`src/rtl/rv32i_pkg.sv`:
```
// Shared RV32I core definitions: ALU ops, opcode one-hots, M-extension op and sequencer state encodings.
package rv32i_pkg;

  typedef enum logic [3:0] {
    ALU_ADD, ALU_SUB, ALU_SLL, ALU_SLT, ALU_SLTU,
    ALU_XOR, ALU_SRL, ALU_SRA, ALU_OR,  ALU_AND
  } alu_op_e;

  // One-hot opcode classes as produced by decode
  localparam logic [8:0] OPC_LUI    = 9'b0_0000_0001;
  localparam logic [8:0] OPC_AUIPC  = 9'b0_0000_0010;
  localparam logic [8:0] OPC_JAL    = 9'b0_0000_0100;
  localparam logic [8:0] OPC_JALR   = 9'b0_0000_1000;
  localparam logic [8:0] OPC_BRANCH = 9'b0_0001_0000;
  localparam logic [8:0] OPC_LOAD   = 9'b0_0010_0000;
  localparam logic [8:0] OPC_STORE  = 9'b0_0100_0000;
  localparam logic [8:0] OPC_OPIMM  = 9'b0_1000_0000;
  localparam logic [8:0] OPC_OP     = 9'b1_0000_0000;

  typedef enum logic [2:0] {
    F3_MUL    = 3'd0,
    F3_MULH   = 3'd1,
    F3_MULHSU = 3'd2,
    F3_MULHU  = 3'd3,
    F3_DIV    = 3'd4,
    F3_DIVU   = 3'd5,
    F3_REM    = 3'd6,
    F3_REMU   = 3'd7
  } muldiv_op_e;

  typedef enum logic [1:0] {
    MD_IDLE = 2'd0,
    MD_CALC = 2'd1,
    MD_DONE = 2'd2
  } md_state_e;

endpackage

```
`src/rtl/muldiv_iter.sv`:
```
// Iterative datapath: one radix-2 shift-add (multiply) or restoring-divide step per run cycle.
// acc holds {hi, lo}: product, or {remainder, quotient}; last flags iteration 31.
module muldiv_iter (
  input  logic        clk,
  input  logic        rst,
  input  logic        load,
  input  logic        run,
  input  logic        is_div,
  input  logic [31:0] a,
  input  logic [31:0] b,
  output logic [63:0] acc,
  output logic        last
);

  logic [31:0] b_q;
  logic        div_q;
  logic [5:0]  cnt;
  logic [32:0] mul_sum;
  logic [32:0] shifted;
  logic [32:0] trial;
  logic        fits;
  logic [63:0] step;

  always_comb begin
    mul_sum = {1'b0, acc[63:32]} + (acc[0] ? {1'b0, b_q} : 33'd0);
    // Remainder stays below the divisor, so 32 bits hold it after each step
    shifted = {acc[63:32], acc[31]};
    trial   = shifted - {1'b0, b_q};
    fits    = ~trial[32];
    if (div_q)
      step = {(fits ? trial[31:0] : shifted[31:0]), acc[30:0], fits};
    else
      step = {mul_sum, acc[31:1]};
  end

  assign last = (cnt == 6'd31);

  always_ff @(posedge clk or posedge rst) begin
    if (rst) begin
      acc   <= 64'd0;
      b_q   <= 32'd0;
      div_q <= 1'b0;
      cnt   <= 6'd0;
    end else if (load) begin
      acc   <= {32'd0, a};
      b_q   <= b;
      div_q <= is_div;
      cnt   <= 6'd0;
    end else if (run) begin
      acc <= step;
      if (!last) cnt <= cnt + 6'd1;
    end
  end

endmodule

```
`src/rtl/muldiv_seq.sv`:
```
// RV32M sequential multiply/divide: FSM, operand conditioning, special cases and sign fix-up.
// Normal ops complete 33 cycles after accept; divide-by-zero and signed overflow complete in 1.
module muldiv_seq
  import rv32i_pkg::*;
(
  input  logic        clk,
  input  logic        rst,
  input  logic        start,
  input  logic [2:0]  funct3,
  input  logic [31:0] rs1_data,
  input  logic [31:0] rs2_data,
  input  logic        flush,
  output logic        force_stall,
  output logic        busy,
  output logic        done,
  output logic [31:0] result
);

  md_state_e   state, state_nxt;
  logic        accept;
  logic        a_sgn, b_sgn, a_neg, b_neg, is_div, div0, ovf;
  logic [31:0] a_mag, b_mag;
  logic [2:0]  f3_q;
  logic [31:0] a_q;
  logic        a_neg_q, b_neg_q, div0_q, ovf_q;
  logic [31:0] res_q;
  logic [63:0] acc;
  logic        last;
  logic [63:0] prod;
  logic [31:0] quo, rem, fixed;

  assign accept = (state == MD_IDLE) && start && !flush;

  always_comb begin
    is_div = funct3[2];
    a_sgn  = (funct3 == F3_MULH) || (funct3 == F3_MULHSU) || (funct3 == F3_DIV) || (funct3 == F3_REM);
    b_sgn  = (funct3 == F3_MULH) || (funct3 == F3_DIV) || (funct3 == F3_REM);
    a_neg  = a_sgn & rs1_data[31];
    b_neg  = b_sgn & rs2_data[31];
    a_mag  = a_neg ? -rs1_data : rs1_data;
    b_mag  = b_neg ? -rs2_data : rs2_data;
    div0   = is_div && (rs2_data == 32'd0);
    ovf    = ((funct3 == F3_DIV) || (funct3 == F3_REM)) &&
             (rs1_data == 32'h8000_0000) && (rs2_data == 32'hFFFF_FFFF);
  end

  muldiv_iter u_iter (
    .clk    (clk),
    .rst    (rst),
    .load   (accept),
    .run    (state == MD_CALC),
    .is_div (is_div),
    .a      (a_mag),
    .b      (b_mag),
    .acc    (acc),
    .last   (last)
  );

  always_comb begin
    prod = (a_neg_q ^ b_neg_q) ? -acc : acc;
    quo  = (a_neg_q ^ b_neg_q) ? -acc[31:0] : acc[31:0];
    rem  = a_neg_q ? -acc[63:32] : acc[63:32];
    unique case (muldiv_op_e'(f3_q))
      F3_MUL:                        fixed = prod[31:0];
      F3_MULH, F3_MULHSU, F3_MULHU:  fixed = prod[63:32];
      F3_DIV, F3_DIVU:               fixed = div0_q ? 32'hFFFF_FFFF : (ovf_q ? 32'h8000_0000 : quo);
      default:                       fixed = div0_q ? a_q : (ovf_q ? 32'd0 : rem);
    endcase
  end

  always_ff @(posedge clk or posedge rst) begin
    if (rst) state <= MD_IDLE;
    else     state <= state_nxt;
  end

  always_comb begin
    state_nxt   = state;
    busy        = 1'b0;
    done        = 1'b0;
    force_stall = 1'b0;
    result      = res_q;
    unique case (state)
      MD_IDLE: begin
        force_stall = accept & ~rst;
        if (accept) state_nxt = (div0 || ovf) ? MD_DONE : MD_CALC;
      end
      MD_CALC: begin
        busy        = 1'b1;
        force_stall = ~rst;
        if (flush)     state_nxt = MD_IDLE;
        else if (last) state_nxt = MD_DONE;
      end
      MD_DONE: begin
        busy      = 1'b1;
        done      = ~flush;
        result    = flush ? res_q : fixed;
        state_nxt = MD_IDLE;
      end
      default: state_nxt = MD_IDLE;
    endcase
  end

  // Operand sign/special-case context is captured at accept for the DONE fix-up
  always_ff @(posedge clk or posedge rst) begin
    if (rst) begin
      f3_q    <= 3'd0;
      a_q     <= 32'd0;
      a_neg_q <= 1'b0;
      b_neg_q <= 1'b0;
      div0_q  <= 1'b0;
      ovf_q   <= 1'b0;
      res_q   <= 32'd0;
    end else begin
      if (accept) begin
        f3_q    <= funct3;
        a_q     <= rs1_data;
        a_neg_q <= a_neg;
        b_neg_q <= b_neg;
        div0_q  <= div0;
        ovf_q   <= ovf;
      end
      if (done) res_q <= fixed;
    end
  end

endmodule

```
`config.mk`:
```
export PLATFORM = sky130hd
export DESIGN_NAME = muldiv_seq
export DESIGN_NICKNAME = d
export VERILOG_FILES = /design/src/rtl/rv32i_pkg.sv /design/src/rtl/muldiv_iter.sv /design/src/rtl/muldiv_seq.sv
export SDC_FILE = /design/constraint.sdc
export NUM_CORES = 1
export LEC_CHECK = 0
export CELL_PAD_IN_SITES_DETAIL_PLACEMENT = 1
export CELL_PAD_IN_SITES_GLOBAL_PLACEMENT = 2
export CORE_ASPECT_RATIO = 0.8
export CORE_MARGIN = 3
export CORE_UTILIZATION = 36
export DETAILED_ROUTE_END_ITERATION = 10
export PLACE_DENSITY = 0.83
export SYNTH_ARGS = -nofsm -noshare
export SYNTH_HDL_FRONTEND = slang
export SYNTH_SLANG_ARGS = --single-unit
export TNS_END_PERCENT = 20
```
`constraint.sdc`:
```
create_clock -name clk -period 6.7 [get_ports clk]
set_input_delay 1.34 -clock clk [delete_from_list [all_inputs] [get_ports clk]]
set_output_delay 1.34 -clock clk [all_outputs]
set_load 0.005 [all_outputs]
```
* Word-level counts from Yosys, hierarchy flattened
Cells that the tools add are included.
** Storage, ports and cells
- Register bits :: 176
- Latch bits :: 0
- RAM bits :: 0
- Memory bits (read-only) :: 0
- Bits of input ports :: 71
- Output and inout bits :: 35
- Word-level logic and storage cells :: 94
- Memories kept :: 0
** Operators by class
- Add/sub/neg operators :: 8
- Multipliers :: 0
- Div/mod/pow operators :: 0
- $lt $le $gt $ge :: 0
- Eq/ne operators :: 17
- Shift operators :: 0
- Multiplexer cells :: 28
- Bitwise gates (word level) :: 7
- Reduce and logical (&&, ||, !) cells :: 22
** Operators with widths (count)
- 32-bit 2-to-1 mux :: 12
- 64-bit 2-to-1 mux :: 4
- 32-bit negation :: 4
- 32-bit case mux with 3 select lines :: 1
- 32-bit == test (second input constant) :: 2
- 64-bit negation :: 1
- 32-bit by 33-bit adder with 33-bit output :: 1
- 33-bit by 32-bit subtractor with 33-bit output :: 1
- 32-bit zero test :: 1
- 6-bit 2-to-1 mux :: 3
- 3-bit == test (second input constant) :: 4
- 3-bit by 2-bit == test with 1-bit output (second input constant) :: 3
- 2-bit 2-to-1 mux :: 4
- 1-bit logical OR :: 7
- 6-bit by 1-bit adder with 6-bit output (second input constant) :: 1
- 3-bit by 1-bit == test with 1-bit output (second input constant) :: 2
- 6-bit by 5-bit == test with 1-bit output (second input constant) :: 1
- 1-bit logical AND :: 5
- 2-bit inequality test (second input constant) :: 2
- 2-bit case mux with 2 select lines :: 1
- 2-bit AND reduction :: 2
- 2-bit OR reduction :: 2
- 1-bit AND :: 3
- 3-bit zero test :: 1
- 11 further kinds :: 14

* Longest topological paths before layout
Gate-level depths: netlist of run 1.
- Depth after elaboration :: 8
- Gate-level depth with buffers :: 15
- Depth with buffers taken out :: 13

* By module
A second synthesis of run 1 with hierarchy kept.
** Unflattened totals
- Cells, all modules :: 2117
- Area total of the unflattened synthesis :: 16422.0 µm²
** Modules (own cells, without submodules)
- muldiv_iter :: times used 1, cells an instance 1033, area an instance 8438.1 µm², sequential area each 2577.5 µm²
- muldiv_seq :: times used 1, cells an instance 1084, area an instance 7983.9 µm², sequential area each 1826.8 µm²

* Worst setup path after synthesis of run 1
Ideal clock, no wire load.
- Kind :: reg-to-output
- From :: register u_iter.acc[12]
- To :: output port result[31]
- Arrival :: 3.092 ns
- Data required time :: 5.360 ns
- Setup slack :: 2.268 ns
- Cell stages (with the launch flop) :: 12
- Path buffers :: 2
- Path through :: dfrtp_1 -> buf_2 -> or4_4 -> or4_4 -> nor3_2 -> nand3_2 -> or2_1 -> buf_6 -> o41ai_2 -> xor2_1 -> a2111oi_2 -> a21o_1
** On the way
- Cells in the longest elaborated chain, start to end :: 7
- Elaborated cells between the ends (all ways) :: 9
- Classes of those cells :: add/sub: 2; mux: 7
** Ends and longest elaborated chain
- from (decl) :: RTL line muldiv_iter.sv:11 : output logic [63:0] acc,
- from (signal assigned) :: RTL line muldiv_iter.sv:45 : acc <= {32'd0, a};
- from (signal assigned) :: RTL line muldiv_iter.sv:50 : acc <= step;
- 32-bit negation :: RTL line muldiv_seq.sv:61 : quo = (a_neg_q ^ b_neg_q) ? -acc[31:0] : acc[31:0];
- 32-bit 2-to-1 mux :: RTL line muldiv_seq.sv:61
- 32-bit 2-to-1 mux (2 in a row) :: RTL line muldiv_seq.sv:66 : F3_DIV, F3_DIVU: fixed = div0_q ? 32'hFFFF_FFFF : (ovf_q ? 32'h8000_0000 : quo);
- 32-bit case mux with 3 select lines * :: RTL line muldiv_seq.sv:63 : unique case (muldiv_op_e'(f3_q))
- 32-bit 2-to-1 mux * :: RTL line muldiv_seq.sv:96 : result = flush ? res_q : fixed;
- 32-bit 2-to-1 mux * :: RTL line muldiv_seq.sv:82 : unique case (state)
- to (decl) :: RTL line muldiv_seq.sv:16 : output logic [31:0] result
Every way passes the cells marked *; elsewhere a longest branch is shown, timed or not.

* Worst setup path after layout of run 1
- From :: register u_iter.acc[34]
- To :: output port result[24]
** On the way
- Cells in the longest elaborated chain, start to end :: 7
- Elaborated cells between the ends (all ways) :: 9
- Classes of those cells :: add/sub: 2; mux: 7
** Ends and longest elaborated chain
- 32-bit negation :: RTL line muldiv_seq.sv:62 : rem = a_neg_q ? -acc[63:32] : acc[63:32];
- 32-bit 2-to-1 mux :: RTL line muldiv_seq.sv:62
- 32-bit 2-to-1 mux (2 in a row) :: RTL line muldiv_seq.sv:67 : default: fixed = div0_q ? a_q : (ovf_q ? 32'd0 : rem);
- 32-bit case mux with 3 select lines * :: RTL line muldiv_seq.sv:63
- 32-bit 2-to-1 mux * :: RTL line muldiv_seq.sv:96
- 32-bit 2-to-1 mux * :: RTL line muldiv_seq.sv:82
Marks and branches as above.

==> results of run 1 <==
## cell usage in the layout (no fill, tap or decap), drive strengths merged, types with 57 or more instances in the layout
cell,count
ha,73
a221oi,57
nor2,170
a21oi,120
nand2,267
xnor2,122
clkdlybuf4s50,105
dfrtp,175
inv,79
o21ai,178
xor2,80
## cell type report
| class | count | area, um2 |
|---|---|---|
| clock buffer | 19 | 443 |
| clock inverter | 12 | 153 |
| fill | 5138 | 24700 |
| inverter | 75 | 287 |
| multi-input combinational | 1617 | 10500 |
| sequential | 175 | 4380 |
| tap | 552 | 691 |
| timing repair buffer | 133 | 1290 |
## worst register-to-register path: cells and delay by family (launching register included)
kind	cells	cell delay (ps)
AND/OR/NAND/NOR	1	200
flip-flops	1	370
multiplexers	1	370
adder cells (fa/ha/maj)	2	740
XOR/XNOR	1	830
AO/OA/AOI/OAI	6	1580
buffers and inverters	2	460
## sequential cells by signal, indices dropped and copies added (netlist names)
| register | cells |
|---|---|
| b_neg_q | 1 |
| u_iter.div_q | 1 |
| a_q | 32 |
| u_iter.cnt | 6 |
| u_iter.acc | 64 |
| div0_q | 1 |
| f3_q | 2 |
| state | 2 |
| res_q | 32 |
| a_neg_q | 1 |
| ovf_q | 1 |
| u_iter.b_q | 32 |
## metal layers
layer,vias up,wire [um],global-route usage
met2,447,26300,0.400
li1,7279,-,-
met3,61,3230,0.0431
met4,2,872,0.0590
met5,-,9,0
met1,7896,31000,0.402
## cell families (layout without fill, tap and decap cells)
group | after synthesis | count (layout)
fa+ha+maj | 75 | 75
xor+xnor | 202 | 202
simple gates | 657 | 657
compound gates | 628 | 628
mux | 55 | 55
flops | 175 | 175
buf+inv | 218 | 239
## report_power, final
part / total, mW / internal, mW / switching [mW]
Sequential: 2.30 / 1.56 / 0.742
Clock: 1.08 / 0.568 / 0.509
Combinational: 7.04 / 2.77 / 4.27
## final timing paths
check / startpoint / endpoint / slack, ps / cells past startpoint
min in group asynchronous: rst / u_iter.acc[33] / 1450 / 2
setup reg to reg: u_iter.acc[31] / u_iter.acc[52] / 2020 / 13
hold / removal: res_q[12] / res_q[12] / 480 / 2
max in group asynchronous: rst / u_iter.div_q / 4210 / 3
setup / recovery: u_iter.acc[34] / result[24] / 510 / 9
hold reg to reg: res_q[12] / res_q[12] / 480 / 2
## metrics by stage
stage,util,hold slack [ps]
3_5_place_dp,0.405,465
3_3_place_gp,0.405,453
2_1_floorplan,-,441
6_report,0.419,480
4_1_cts,0.419,482
5_1_grt,0.419,512
==> metrics.md, run 1 <==
| Metric | Value |
|---|---|
| Largest net degree at the start of global routing | between 90 and 100 |
| Crit start category | flip-flop |
| Grt ovf | 0 |
| Vias | roughly 16k |
| Number of synthesized register bits | about 180 |
| Max Freq | 162 MHz |
| Final Critical Period | about 6200 ps |
| Critical path cell sequence | nor3_1 > nand4_1 > nor4_1 > nand2_1 > nand2_1 > xnor2_1 > a221oi_1 > o31ai_1 > clkdlybuf4s50_1 |
| Hold Crit Class | reg2reg |
| Syn. warnings | 0 |
| CTS sink count | around 180 |
| Maximum vdd ir drop | 0.262 mV |
| Maxcap violations | 0 |
| # Post-CTS Setup Buffers | 0 |
| Actual slew at the worst max-slew pin | between 1000 and 1500 ps |
| Buf/Inv on CP | 1 |
| Max incr delay on CP | about 800 ps |
| Top-count cell post-synth | nand2_1 |
| Io pins | 106 |
| Run status | finished, final reports clean |
| Pre-CTS WS | about 1100 ps |
| Post-route setup TNS | 0 ps |
| CTS tree | built |
| Overall routed net length | a little over 60000 um |
| Largest delay share family, worst path | simple AND/OR/NAND/NOR gates |
| CTS Buffer Depth | 2 |
| H-tree levels | 4 |
| Die Area | around 0.046 mm2 |
| Largest family of logic cells by synthesized area | compound AO/OA/AOI/OAI gates |
| Layout Cells excl Fill | about 2.6k |
| ANT cells | 0 |
| Finished Cell Area | about 0.018 mm2 |
| Portion of netlist area occupied by mux cells | 0.0357 |
| GPL Wtd Cong | 0.937 |
| Fin worst setup slack | just over 500 ps |
| DP Area | about 0.017 mm2 |
| Starting Density | 0.370 |
| Die H | between 150 and 200 um |
| Lkg Pwr | about 7.3 nW |
| FP Rows | 67 |
| I/O Buffers | between 100 and 150 |
| Placed Instances | 2552 |
| Worst Path Max Fanout | 10 |
| Layout area overhead | 13.2% |
| Fin. max-slew vios | 0 |
| Drt first-iter violations | ~1.4k |
| Gr usage total | 0.267 |
| CTS Hold Buffers Added | 0 |
| Mapped Cells | roughly 2k |
| Ranking of synthesized cells by area | dfrtp_1 (28%), xnor2_1 (6.8%), nand2_1 (6.4%) |
| XOR/XNOR share of the synthesized area | 0.113 |
| Clock Latency Late Sink | about 480 ps |
| Syn_nets | around 2.2k |
| Ys flop type | dfrtp_1 |
| Die W | around 240 um |
| Average size of a mapped cell | 7.81 um2 |
| Worst path most repeated cell | nand2_1 |
| Hold Fails Final Rpt | 0 |
| Period utilization | 0.924 |
| Routed Antenna Nets | 0 |
| Synthesized area | roughly 0.016 mm2 |
| Netlist cell types | 81 |
| Slowest-stage cell, CP | nor4_1 |
| Async SR Flop Fraction | 1.00 |
| # DRC | 0 |
| Post-synth EDFFs | 0 |
| Required @ worst endpoint | around 5400 ps |
| Skew final | ~15 ps |
| Share of the synthesized area in the top cell type | 0.279 |
| Vias per cell | 6.07 |
| Compound-Gate Fraction of Synth Area | 0.264 |
| CP Capture Type | primary output |
| PD cells | just under 600 mW/mm2 |
| RSZ-0062 raised after global routing | no |
| Root buf cell | clkbuf_16 |
| Total CTS buffers | 17 |
| Top post-synthesis cells by count | nand2_1 (267), dfrtp_1 (175), o21ai_0 (171), nor2_1 (169), clkbuf_1 (126) |
| WL/cell | approximately 24 um |
| Core Area | 0.0424 mm2 |
| Seq/Total Area, Yosys | 0.279 |
| Hpwl dp | around 46000 um |
| Pre-antenna DRT Iters | 5 |
| Adder-Cell Fraction of Synth Area | 0.0608 |
| Critical Path AT | about 4900 ps |
| Post-synth top area cell | dfrtp_1 |
| Vias in the first global route | between 15k and 20k |
| Final setup violation count | 0 |
| WS Path Type | reg2out |
| Initial antenna violation count | 1 |
| Post-CTS sizing | 0 |
| Max_slew headroom | 0.193 |
| Synth Area in Simple Gates | 0.194 |
| Pwr Total | about 10 mW |
| Fraction of layout cells with a size suffix above 1 | 0.0512 |
| First-pass GRT wire length | between 90000 and 100000 um |
| Post-layout net count | roughly 2.2k |
| Reg clk slew, reported paths | 70 ps |
(Power assumes the default switching activity.)
==> run 2: changes to the inputs <==
Settings changed: SLEW_MARGIN set to 20.
==> metrics.md, run 2 (synthesis results as in run 1) <==
| Metric | Value |
|---|---|
| Run status | finished, final reports clean |
| Initial antenna violation count | 1 |
| Most frequent cells in the layout | nand2_1 (266), dfrtp_1 (174), o21ai_0 (171) |
| Flop pwr share | 0.221 |
| Final Core Density | 0.419 |
| Worst Path Max Fanout | 9 |
| Fraction of layout cells with a size suffix above 1 | 0.0517 |
| Die W | roughly 240 um |
| Io pins | 106 |
| First-pass GRT wire length | about 95000 um |
| CTS Buffer Depth | 2 |
| WL/cell | 23.8 um |
| Actual slew at the worst max-slew pin | 1100 ps |
| Skew final | ~16 ps |
| Core Area | about 0.042 mm2 |
| Maxcap violations | 0 |
| Total CTS buffers | 17 |
| # Post-CTS Setup Buffers | 0 |
| Critical path cell sequence | or4_4 > or4_4 > nor3_2 > nand3_2 > or2_1 > o41ai_2 > xor2_1 > a2111oi_2 > a21o_1 > clkdlybuf4s50_1 |
| Die H | approximately 190 um |
| Clock power frac | 0.104 |
| Layout area overhead | 13.3% |
| CTS tree | built |
| Maximum vdd ir drop | about 0.26 mV |
| Post-CTS sizing | 0 |
| Die Area | ~0.046 mm2 |
| Pre-antenna DRT Iters | 5 |
| RSZ-0062 raised after global routing | no |
| PD cells | about 590 mW/mm2 |
| Hpwl dp | about 46000 um |
| P_sw | 5.53 mW |
| Period utilization | 0.923 |
| Reg with most FFs | u_iter.acc |
| CP Capture Type | primary output |
| Clock Latency Late Sink | 490 ps |
| H-tree levels | 4 |
| Root buf cell | clkbuf_16 |
| Post-route setup TNS | 0 ps |
| Grt ovf | 0 |
| Max reg flops | between 60 and 70 |
| CTS Hold Buffers Added | 0 |
| Fin. max-slew vios | 0 |
| FP Rows | 67 |
| WS Path Type | reg2out |
| # DRC | 0 |
| Final setup violation count | 0 |
| DP Area | 0.0172 mm2 |
| Buf/Inv on CP | 1 |
| Vias | around 16k |
| Reg clk slew, reported paths | around 80 ps |
| Routed Antenna Nets | 0 |
| Internal power | slightly below 5 mW |
| Max incr delay on CP | ~780 ps |
| Worst path most repeated cell | or4_4 |
| Max_slew headroom | 0.265 |
| GPL Wtd Cong | 0.937 |
| ANT cells | 0 |
| Vias in the first global route | about 16k |
| Vias per cell | between 6 and 7 |
| Required @ worst endpoint | 5360 ps |
| CTS sink count | ~180 |
| Gr usage total | 0.267 |
| Placed Instances | approximately 2.6k |
| Crit start category | flip-flop |
| Hold Crit Class | reg2reg |
| Drt first-iter violations | between 1k and 1.5k |
| Critical Path AT | roughly 4800 ps |
| Post-layout net count | roughly 2.2k |
| Sw Share | 0.531 |
| Final Critical Period | 6180 ps |
| Hold Fails Final Rpt | 0 |
| Starting Density | 0.370 |
| I/O Buffers | between 100 and 150 |
| Finished Cell Area | 0.0178 mm2 |
| Largest net degree at the start of global routing | between 90 and 100 |
| Lkg Pwr | 7.32 nW |
| Max Freq | between 150 and 200 MHz |
| Combinational share of power | 0.676 |
| Largest delay share family, worst path | simple AND/OR/NAND/NOR gates |
| Slowest-stage cell, CP | a2111oi_2 |
| Commonest non-fill, non-tap cell in the layout | nand2_1 |
| Overall routed net length | between 60000 and 70000 um |
| Pwr Total | approximately 10 mW |
| Layout Cells excl Fill | approximately 2.6k |
[run 2: metal layers]
layer | track usage | up-vias | part of all wire | wire length (um)
met3 | 0.0431 | 65 | 0.062 | 3790
met4 | 0.0590 | 2 | 0.015 | 895
met1 | 0.402 | 7864 | 0.49 | 30400
met2 | 0.400 | 484 | 0.43 | 26400
li1 | - | 7279 | - | -
met5 | 0 | - | 0.00015 | 9
[run 2: final cells by class]
type                    instances  area, um2
clock buffers                  19        443
clock inverters                12        153
fillers                      5136      24600
flip-flops and latches        175       4380
multi-input cells            1617      10500
well taps                     552        691
repair buffers                133       1290
inverters                      75        287
[run 2: worst register-to-register path, cell delays in order (launching register included)]
cell       delay (ps)
dfrtp_1           360
inv_1             160
ha_1              310
fa_1              420
nand2b_1          200
a21oi_1           240
o21ai_0           340
o2111ai_1         530
a31oi_1           240
xnor2_2           830
buf_12            300
mux2_2            370
o221ai_1          180
a21oi_1            60
[run 2: power by group through the flow]
stage / combinational (mW) / sequential, mW / clock [mW]
after global routing: 7.68 / 2.37 / 1.13
final: 7.04 / 2.30 / 1.08
after floorplan: 4.98 / 1.86 / 0
after CTS: 6.96 / 2.28 / 1.09
after global placement: 6.78 / 2.27 / 0
after detailed placement: 6.89 / 2.30 / 0
[run 2: metrics by stage]
step                hold slack [ps]  worst slack [ps]
global route                    512               213
CTS                             482               533
finish                          480               519
floorplan                       441               615
detailed placement              465              1080
global placement                453              1180
[run 2: worst paths after layout]
check / start / end / slack (ps) / cells past startpoint
max in group asynchronous: rst / u_iter.div_q / 4220 / 3
min in group asynchronous: rst / u_iter.acc[33] / 1440 / 2
max reg2reg: u_iter.acc[31] / u_iter.acc[52] / 2020 / 13
min reg2reg: res_q[8] / res_q[8] / 480 / 2
min: res_q[8] / res_q[8] / 480 / 2
max: u_iter.acc[12] / result[31] / 520 / 10
==> run 3: changes to the inputs <==
Settings changed: HOLD_SLACK_MARGIN set to 0.1.
==> results of run 3 <==
The final DEF is identical to that of run 2; final timing and power are the same.
